==> config.mk <==
export PLATFORM = sky130hd
export DESIGN_NAME = dma_hostrd_burst_gen_flat
export DESIGN_NICKNAME = d
export VERILOG_FILES = /design/src/rtl/dma_hostrd_burst_gen_if.sv /design/src/rtl/dma_hostrd_burst_gen.sv /design/src/flat_wrapper.sv
export SDC_FILE = /design/constraint.sdc
export NUM_CORES = 1
export LEC_CHECK = 0
export ABC_AREA = 1
export ABC_CLOCK_PERIOD_IN_PS = 5500
export CORE_MARGIN = 1.5
export CORE_UTILIZATION = 40
export CTS_BUF_LIST = sky130_fd_sc_hd__clkbuf_2
export DETAILED_ROUTE_END_ITERATION = 7
export GPL_ROUTABILITY_DRIVEN = 0
export HOLD_SLACK_MARGIN = 0.06
export PLACE_DENSITY = 0.66
export SLEW_MARGIN = 20
export SYNTH_ARGS = -nofsm -noshare
export SYNTH_HDL_FRONTEND = slang
export SYNTH_SLANG_ARGS = --single-unit
==> constraint.sdc <==
create_clock -name clk -period 5.5 [get_ports clk]
set_input_delay 1.1 -clock clk [delete_from_list [all_inputs] [get_ports clk]]
set_output_delay 1.1 -clock clk [all_outputs]
set_load 0.01 [all_outputs]
==> src/rtl/dma_hostrd_burst_gen_if.sv <==
// Command-queue and AVMM host-read signals of the host-read burst generator.
// The master modport is the generator's own view; slave is the view of the
// command queue and host memory side.
interface dma_hostrd_burst_gen_if #(
  parameter int unsigned ADDR_W  = 48,
  parameter int unsigned XFER_W  = 40,
  parameter int unsigned BURST_W = 7
);
  logic              cmd_valid;
  logic              cmd_ready;
  logic [ADDR_W-1:0] cmd_src_addr;
  logic [XFER_W-1:0] cmd_len;

  logic [ADDR_W-1:0]  avmm_address;
  logic               avmm_read;
  logic [BURST_W-1:0] avmm_burstcount;
  logic               avmm_waitrequest;
  logic               avmm_readdatavalid;

  modport master (
    input  cmd_valid, cmd_src_addr, cmd_len,
    output cmd_ready,
    output avmm_address, avmm_read, avmm_burstcount,
    input  avmm_waitrequest, avmm_readdatavalid
  );

  modport slave (
    output cmd_valid, cmd_src_addr, cmd_len,
    input  cmd_ready,
    input  avmm_address, avmm_read, avmm_burstcount,
    output avmm_waitrequest, avmm_readdatavalid
  );
endinterface

==> src/rtl/dma_hostrd_burst_gen.sv <==
// Host-to-FPGA DMA read-request generator: pops one (address, length) command,
// issues credit-throttled AVMM read bursts that never cross a BURST_MAX-word
// boundary, and signals completion once every requested word has returned.
module dma_hostrd_burst_gen #(
  parameter int unsigned ADDR_W    = 48,
  parameter int unsigned XFER_W    = 40,
  parameter int unsigned BURST_W   = 7,
  parameter int unsigned BURST_MAX = 4,
  parameter int unsigned BUF_DEPTH = 1024,
  parameter int unsigned CNT_W     = 32,
  localparam int unsigned USEDW_W  = $clog2(BUF_DEPTH) + 1
) (
  input  logic                clk,
  input  logic                reset,
  input  logic                sclr,
  dma_hostrd_burst_gen_if.master bus,
  input  logic [USEDW_W-1:0]  buf_usedw,
  output logic                busy,
  output logic                xfer_done,
  output logic [CNT_W-1:0]    burst_cnt,
  output logic [CNT_W-1:0]    rddv_cnt
);

  localparam int unsigned REM_W  = XFER_W - 6;
  localparam int unsigned OUT_W  = USEDW_W;
  localparam int unsigned LOG2BM = $clog2(BURST_MAX);
  localparam int unsigned LSB_W  = (LOG2BM == 0) ? 1 : LOG2BM;
  localparam int unsigned CR_W   = OUT_W + BURST_W + 1;

  typedef enum logic [1:0] {IDLE, ISSUE, DRAIN} state_t;

  state_t             state_q, state_d;
  logic               clear;
  logic [ADDR_W-1:0]  addr_q;
  logic [REM_W-1:0]   rem_q;
  logic [OUT_W-1:0]   outst_q, outst_d;
  logic [OUT_W:0]     outst_sum;
  logic               read_q;
  logic [BURST_W-1:0] bc_q, bc_next, space;
  logic [LSB_W-1:0]   word_lsb;
  logic               credit_ok;
  logic               pop, issue, accept, done_d, done_q;
  logic [REM_W-1:0]   cmd_words;
  logic               unused_low_bits;

  assign clear     = reset | sclr;
  assign cmd_words = bus.cmd_len[XFER_W-1:6];
  // Sub-word address/length bits carry no meaning.
  assign unused_low_bits = ^{bus.cmd_src_addr[5:0], bus.cmd_len[5:0]};

  assign bus.cmd_ready       = pop;
  assign bus.avmm_address    = addr_q;
  assign bus.avmm_read       = read_q;
  assign bus.avmm_burstcount = bc_q;
  assign busy                = (state_q != IDLE);
  assign xfer_done           = done_q;

  // Size of the next burst and whether the read-data buffer has room for it.
  always_comb begin
    word_lsb = addr_q[6 +: LSB_W] & LSB_W'(BURST_MAX - 1);
    space    = BURST_W'(BURST_MAX) - BURST_W'(word_lsb);
    if (rem_q < REM_W'(space)) bc_next = BURST_W'(rem_q);
    else                       bc_next = space;
    credit_ok = (CR_W'(buf_usedw) + CR_W'(outst_q) + CR_W'(bc_next)) <= CR_W'(BUF_DEPTH);
  end

  // Outstanding words: add an accepted burst, retire a returned word, never below zero.
  always_comb begin
    outst_sum = {1'b0, outst_q} + (accept ? (OUT_W+1)'(bc_q) : '0);
    if (bus.avmm_readdatavalid && (outst_sum != '0))
      outst_sum = outst_sum - (OUT_W+1)'(1);
    outst_d = outst_sum[OUT_W-1:0];
  end

  // Next-state and control decode.
  always_comb begin
    state_d = state_q;
    pop     = 1'b0;
    issue   = 1'b0;
    accept  = 1'b0;
    done_d  = 1'b0;
    unique case (state_q)
      IDLE: begin
        if (bus.cmd_valid && !clear) begin
          pop = 1'b1;
          if (cmd_words == '0) done_d  = 1'b1;
          else                 state_d = ISSUE;
        end
      end
      ISSUE: begin
        if (read_q) begin
          if (!bus.avmm_waitrequest) begin
            accept = 1'b1;
            if (rem_q == REM_W'(bc_q)) state_d = DRAIN;
          end
        end else if ((rem_q != '0) && credit_ok) begin
          issue = 1'b1;
        end
      end
      DRAIN: begin
        // Completion is judged on the post-edge count so the pulse lands the
        // cycle after the last word, together with busy falling.
        if (outst_d == '0) begin
          state_d = IDLE;
          done_d  = 1'b1;
        end
      end
      default: state_d = IDLE;
    endcase
  end

  // State register.
  always_ff @(posedge clk) begin
    if (clear) state_q <= IDLE;
    else       state_q <= state_d;
  end

  // Command registers, request outputs, outstanding count and status counters.
  always_ff @(posedge clk) begin
    if (clear) begin
      addr_q    <= '0;
      rem_q     <= '0;
      outst_q   <= '0;
      read_q    <= 1'b0;
      bc_q      <= '0;
      done_q    <= 1'b0;
      burst_cnt <= '0;
      rddv_cnt  <= '0;
    end else begin
      outst_q <= outst_d;
      done_q  <= done_d;
      if (pop) begin
        addr_q <= {bus.cmd_src_addr[ADDR_W-1:6], 6'b0};
        rem_q  <= cmd_words;
      end
      if (issue) begin
        read_q <= 1'b1;
        bc_q   <= bc_next;
      end
      if (accept) begin
        read_q    <= 1'b0;
        addr_q    <= addr_q + (ADDR_W'(bc_q) << 6);
        rem_q     <= rem_q - REM_W'(bc_q);
        burst_cnt <= burst_cnt + CNT_W'(bc_q);
      end
      if (bus.avmm_readdatavalid) rddv_cnt <= rddv_cnt + CNT_W'(1);
    end
  end

endmodule
==> src/flat_wrapper.sv <==
// flat-port wrapper written by rule: the top's interface ports become plain ports
module dma_hostrd_burst_gen_flat 
#(
  parameter int unsigned ADDR_W    = 48,
  parameter int unsigned XFER_W    = 40,
  parameter int unsigned BURST_W   = 7,
  parameter int unsigned BURST_MAX = 4,
  parameter int unsigned BUF_DEPTH = 1024,
  parameter int unsigned CNT_W     = 32,
  localparam int unsigned USEDW_W  = $clog2(BUF_DEPTH) + 1
)
  (clk, reset, sclr, buf_usedw, busy, xfer_done, burst_cnt, rddv_cnt, bus_cmd_valid, bus_cmd_src_addr, bus_cmd_len, bus_cmd_ready, bus_avmm_address, bus_avmm_read, bus_avmm_burstcount, bus_avmm_waitrequest, bus_avmm_readdatavalid);
  dma_hostrd_burst_gen_if #(.ADDR_W(ADDR_W), .XFER_W(XFER_W), .BURST_W(BURST_W)) bus_i ();
  input  logic clk;
  input  logic reset;
  input  logic sclr;
  input  logic [USEDW_W-1:0] buf_usedw;
  output logic busy;
  output logic xfer_done;
  output logic [CNT_W-1:0] burst_cnt;
  output logic [CNT_W-1:0] rddv_cnt;
  input wire logic [$bits(bus_i.cmd_valid)-1:0] bus_cmd_valid;
  input wire logic [$bits(bus_i.cmd_src_addr)-1:0] bus_cmd_src_addr;
  input wire logic [$bits(bus_i.cmd_len)-1:0] bus_cmd_len;
  output wire logic [$bits(bus_i.cmd_ready)-1:0] bus_cmd_ready;
  output wire logic [$bits(bus_i.avmm_address)-1:0] bus_avmm_address;
  output wire logic [$bits(bus_i.avmm_read)-1:0] bus_avmm_read;
  output wire logic [$bits(bus_i.avmm_burstcount)-1:0] bus_avmm_burstcount;
  input wire logic [$bits(bus_i.avmm_waitrequest)-1:0] bus_avmm_waitrequest;
  input wire logic [$bits(bus_i.avmm_readdatavalid)-1:0] bus_avmm_readdatavalid;
  assign bus_i.cmd_valid = bus_cmd_valid;
  assign bus_i.cmd_src_addr = bus_cmd_src_addr;
  assign bus_i.cmd_len = bus_cmd_len;
  assign bus_cmd_ready = bus_i.cmd_ready;
  assign bus_avmm_address = bus_i.avmm_address;
  assign bus_avmm_read = bus_i.avmm_read;
  assign bus_avmm_burstcount = bus_i.avmm_burstcount;
  assign bus_i.avmm_waitrequest = bus_avmm_waitrequest;
  assign bus_i.avmm_readdatavalid = bus_avmm_readdatavalid;
  dma_hostrd_burst_gen #(.ADDR_W(ADDR_W), .XFER_W(XFER_W), .BURST_W(BURST_W), .BURST_MAX(BURST_MAX), .BUF_DEPTH(BUF_DEPTH), .CNT_W(CNT_W)) u_core (.clk(clk), .reset(reset), .sclr(sclr), .bus(bus_i), .buf_usedw(buf_usedw), .busy(busy), .xfer_done(xfer_done), .burst_cnt(burst_cnt), .rddv_cnt(rddv_cnt));
endmodule
Word-level counts from Yosys, hierarchy flattened
Cells that the tools add are included.
- bits in latches: 0
- bits in registers: 168
- memories kept: 0
- logic and storage cells: 69
- ROM bits: 0
- RAM bits: 0
- output and inout port bits: 123
- bits of input ports: 105
- bitwise gates (word level): 1
- reduce and logical (&&, ||, !) cells: 13
- multiply operators: 0
- muxes and demuxes: 26
- add/subtract/negate cells: 9
- shifts and indexed selects: 0
- eq/ne operators: 9
- $lt $le $gt $ge: 2
- divide/modulo/power cells: 0
- operators with widths (kind ; count):
    48-bit two-way mux ; 2
    34-bit two-way mux ; 2
    48-bit by 13-bit adder with 48-bit output ; 1
    34-bit by 7-bit equality test with 1-bit output ; 1
    34-bit logical NOT ; 1
    34-bit by 7-bit less-than comparator with 1-bit output ; 1
    34-bit nonzero test ; 1
    34-bit by 7-bit subtractor with 34-bit output ; 1
    32-bit by 1-bit adder with 32-bit output (second input constant) ; 1
    32-bit by 7-bit adder with 32-bit output ; 1
    19-bit by 7-bit adder with 19-bit output ; 1
    19-bit by 11-bit <= comparator with 1-bit output (second input constant) ; 1
    7-bit two-way mux ; 2
    11-bit by 11-bit adder with 12-bit output ; 1
    11-bit by 7-bit adder with 12-bit output ; 1
    2-bit two-way mux ; 6
    12-bit nonzero test ; 1
    11-bit logical NOT ; 1
    1-bit two-way mux ; 11
    11-bit two-way mux ; 1
    11-bit by 1-bit subtractor with 11-bit output (second input constant) ; 1
    2-bit by 1-bit != test with 1-bit output (second input constant) ; 4
    2-bit case mux with 3 select lines ; 1
    6-bit AND reduction ; 1
    11 further kinds ; 15

Longest topological paths before layout
- word-level depth: 11
- depth in mapped cells: 27
- mapped depth without buffers: 27

Worst setup path after synthesis
Ideal clock, no wire load.
- kind: register to register
- start point: register u_core.addr_q[6] (netlist: u_core.bus.avmm_address[6])
- end point: register u_core.bc_q[3] (netlist: u_core.bus.avmm_burstcount[3])
- stages on the path, launching flop included: 27
- buffers on the path: 0
- period minus slack after synthesis: 4.218 ns
- setup time: 0.120 ns
- required time: 5.380 ns
- setup slack: 1.282 ns
- data arrival time: 4.098 ns
- cells stage by stage: dfxtp_1 inv_1 ha_1 inv_1 ha_1 a21oi_1 nor4_1 nor4_1 nand2_1 o21a_1 inv_1 ha_1 inv_1 fa_1 o21ai_0 a21oi_1 o21bai_1 nand2_1 nand2_1 nand2_1 nor2_1 nand2_1 xor2_1 nand2_1 nand3_2 nand2_1 a21oi_1
- longest elaborated chain between the ends: 9
- RTL lines (what ; line ; RTL):
    start, declared ; dma_hostrd_burst_gen.sv:34 ; logic [ADDR_W-1:0] addr_q;
    start signal, assigned ; dma_hostrd_burst_gen.sv:133 ; addr_q <= {bus.cmd_src_addr[ADDR_W-1:6], 6'b0};
    start signal, assigned ; dma_hostrd_burst_gen.sv:142 ; addr_q <= addr_q + (ADDR_W'(bc_q) << 6);
    3-bit by 2-bit subtractor with 4-bit output * ; dma_hostrd_burst_gen.sv:61 ; space = BURST_W'(BURST_MAX) - BURST_W'(word_lsb);
    34-bit by 7-bit less-than comparator with 1-bit output ; dma_hostrd_burst_gen.sv:62 ; if (rem_q < REM_W'(space)) bc_next = BURST_W'(rem_q);
    7-bit two-way mux * ; dma_hostrd_burst_gen.sv:62 ;
    via u_core.bc_next[0] ; dma_hostrd_burst_gen.sv:39 ; logic [BURST_W-1:0] bc_q, bc_next, space;
    19-bit by 7-bit adder with 19-bit output * ; dma_hostrd_burst_gen.sv:64 ; credit_ok = (CR_W'(buf_usedw) + CR_W'(outst_q) + CR_W'(bc_next)) <= CR_W'(BUF_DEPTH);
    19-bit by 11-bit <= comparator with 1-bit output * ; dma_hostrd_burst_gen.sv:64 ;
    1-bit logical AND * ; dma_hostrd_burst_gen.sv:96 ; end else if ((rem_q != '0) && credit_ok) begin
    1-bit two-way mux * ; dma_hostrd_burst_gen.sv:96 ;
    1-bit two-way mux * ; dma_hostrd_burst_gen.sv:91 ; if (read_q) begin
    1-bit two-way mux * ; dma_hostrd_burst_gen.sv:82 ; unique case (state_q)
    end signal, assigned ; dma_hostrd_burst_gen.sv:138 ; bc_q <= bc_next;
    end, declared ; dma_hostrd_burst_gen.sv:39 ;
The timed path passes the listed nets; every way through them passes the cells marked *.
A chain may end at the register's enable or synchronous reset.

Worst setup path in the final report
- start point: register u_core.addr_q[6] (netlist: u_core.bus.avmm_address[6])
- end point: register u_core.bc_q[4] (netlist: u_core.bus.avmm_burstcount[4])
The elaborated chain is that of the path after synthesis.

==> metrics.md <==
| Metric | Value |
|---|---|
| Post-synth EDFFs | `0` |
| Core area | `28600 sq um` |
| CP Capture Type | `flip-flop` |
| Mapped Area | `~12000 sq um` |
| Setup CP Type | `flip-flop to flip-flop` |
| Longest Clk Path Bufs | `2` |
| Leading area contributor after synthesis | `dfxtp_1` |
| Port Buffers | `209` |
| WP data arrival | `5.59 ns` |
| Worst-margin pin slew | `roughly 0.89 ns` |
| Most frequent cells after synthesis | `nand2_1 (429), nor2_1 (234), inv_1 (204)` |
| DP Area | `14100 sq um` |
| Post-detail-place hpwl | `28500 microns` |
| FF-to-FF path depth | `26` |
| Grt ovf | `0` |
| Setup TNS | `0 ns` |
| Finished Layout Cells | `approximately 2.4k` |
| Worst endpoint required time | `6.14 ns` |
| Status | `finished clean` |
| Min Tclk post-route | `4.94 ns` |
| Starting DRT DRC Count | `1011` |
| Die width | `173 microns` |
| Fin nets | `2170` |
| Top_reg_cell synth | `dfxtp_1` |
| Rel. slew slack | `39.9%` |
| Number of fill cells | `2881` |
| Most common cell in the netlist | `nand2_1` |
| Global-route wire length before repair | `60800 microns` |
| Max-Cap Viols | `0` |
| Sequential-to-total area share from yosys stat | `around 28%` |
| Power per cell area | `between 200 and 300 nW/um^2` |
| HP Class | `flip-flop to flip-flop` |
| CP Max Fanout | `9` |
| Final setup viols | `0` |
| Die Footprint | `~30000 sq um` |
| IO Pins | `about 230` |
| Post_cts resized | `0` |
| Fmax | `0.202 GHz` |
| Yosys reg bits | `between 150 and 200` |
| Yosys warns | `0` |
| Hold path depth | `2` |
| CTS Buf Count | `17` |
| Root Buffer | `clkbuf_2` |
| Hold_buf cts | `0` |
| Clk sink count | `162` |
| Final Skew | `0.0700 ns` |
| Post-route cell area | `14300 sq um` |
| Area growth, synth to finish | `23.6%` |
| Largest net degree at the start of global routing | `69` |
| Htree depth | `4` |
| Setup Fix Bufs, Post-CTS | `0` |
| Share of post-route cells with drive strength above 1 | `5.05%` |
| Initial core utilization | `about two fifths` |
| Pre-antenna DRT Iters | `5` |
| Worst skew pair latency | `0.76 ns` |
| Initial antenna violation count | `6` |
| Placement Rows | `between 60 and 70` |
| Cell Count Post-Placement | `2372` |
| Syn_area_per_cell | `6.40 sq um` |
| Final WL | `37400 microns` |
| Worst hold slack | `0.486 ns` |
| Top cell type's share of synthesized area | `27.9%` |
| Worst-path clk slew | `~0.25 ns` |
| CTS tree | `built` |
| Startpoint Class | `flip-flop` |
| VDD IR max | `0.000160 V` |
| Number of global-route vias before repair | `about 12k` |
| Remaining DRCs | `0` |
| Routed vias | `between 10k and 15k` |
| GRT Util Overall | `between 20 and 25%` |
| Largest cells by area after synthesis | `dfxtp_1 (28%), nand2_1 (14%), nor2_1 (7.6%)` |
| Tcrit/Tclk final | `89.8%` |
| FFs w/ async S/R, synth | `0%` |
| Routed len/inst | `between 15 and 20 microns` |
| Unrepaired setup endpoints after global routing | `no` |
| Endpoints failing hold | `0` |
| DRT antenna net count | `0` |
| Synth Instances | `1813` |
| Slew Viols, Final | `0` |
| Leakage power | `roughly 5.6 nW` |
| Number of vias per cell | `5.24` |
| Die Height | `173 microns` |
| Yosys cell types | `between 50 and 60` |
critical path, cell delays in order (launching register included):
cell,delay (ns)
dfxtp_1,0.49
inv_1,0.10
ha_1,0.28
inv_1,0.05
ha_1,0.27
a21oi_1,0.15
nor4_1,0.07
nor4_1,0.74
nand2_1,0.11
o21a_1,0.16
inv_1,0.06
ha_1,0.16
inv_1,0.05
fa_1,0.40
o21ai_0,0.30
a21oi_1,0.12
o21bai_1,0.21
nand2_1,0.07
nand2_1,0.06
nand2_1,0.07
nor2_1,0.10
nand2_1,0.08
xor2_1,0.15
nand2_1,0.15
nand3_2,0.21
nand2_1,0.19
a21oi_1,0.06
registers in the layout (all words and copies together) (netlist names):
signal,flops
u_core.bus.avmm_read,1
u_core.burst_cnt,32
u_core.state_q,2
u_core.bus.avmm_address,42
u_core.rem_q,34
u_core.bus.avmm_burstcount,7
u_core.rddv_cnt,32
u_core.xfer_done,1
u_core.outst_q,11
layout make-up:
class | count | area [sq um] | area share (%)
Clock buffer | 18 | 90.1 | 0.628
Tap cell | 384 | 480 | 3.35
Inverter | 210 | 792 | 5.52
Timing Repair Buffer | 222 | 2190 | 15.3
Multi-Input combinational cell | 1394 | 7380 | 51.4
Antenna cell | 5 | 12.5 | 0.0872
Clock inverter | 14 | 165 | 1.15
Sequential cell | 162 | 3240 | 22.6
cells by family after synthesis:
family,Yosys count,share of synthesized area (%)
simple gates,935,35.3
buf+inv,266,8.89
xor+xnor,63,4.75
other cells,1,0.0323
flops,162,27.9
compound gates,328,16.4
fa+ha+maj,58,6.64
final timing paths:
check	slack, ns	start	to
worst min-delay path	0.49	u_core.rddv_cnt[31]$_SDFFE_PP0P_	u_core.rddv_cnt[31]$_SDFFE_PP0P_
worst max register to register	0.56	u_core.bus.avmm_address[6]$_SDFFE_PP0P_	u_core.bus.avmm_burstcount[4]$_SDFFE_PP0P_
worst min register to register	0.49	u_core.rddv_cnt[31]$_SDFFE_PP0P_	u_core.rddv_cnt[31]$_SDFFE_PP0P_
worst max-delay path	0.56	u_core.bus.avmm_address[6]$_SDFFE_PP0P_	u_core.bus.avmm_burstcount[4]$_SDFFE_PP0P_
placed cells by master (no fill, tap or decap), types with 14 or more instances in the layout:
master           Yosys  final
nor3_1              51     51
nand2_1            429    429
inv_1              204    203
o211ai_1            28     28
clkbuf_2             0     18
xnor2_1             18     18
nor4_1              31     31
clkdlybuf4s50_1      0    209
dfxtp_1            162    162
nor2_1             234    233
ha_1                52     52
o21ai_0             76     76
o221ai_1            14     14
a21oi_1            153    153
xor2_1              45     45
nand3_1             94     94
nand4_1             40     40
metrics by stage:
stage	util, %	power (mW)	setup WS [ns]
final	50.1	3.61	0.559
after global routing	50.1	3.89	0.167
after CTS	50.1	3.63	0.629
after detailed placement	49.2	2.90	0.661
after global placement	49.2	2.87	0.785
after floorplan	-	2.50	1.28
power by group:
part	switching (mW)	leakage, nW	internal, mW
combinational	1.00	4.12	0.615
sequential	0.0519	1.31	1.22
clock	0.493	0.148	0.226
per-layer routing:
layer  track usage (%)  share of wire, %  up-vias
li1                  -                 -     6414
met1              32.9                45     5756
met2              39.6                45      416
met3              6.18               7.8       46
met4              7.72               2.2        0
met5                 0                 0        -
No activity file was read; power rests on OpenSTA's default activity.
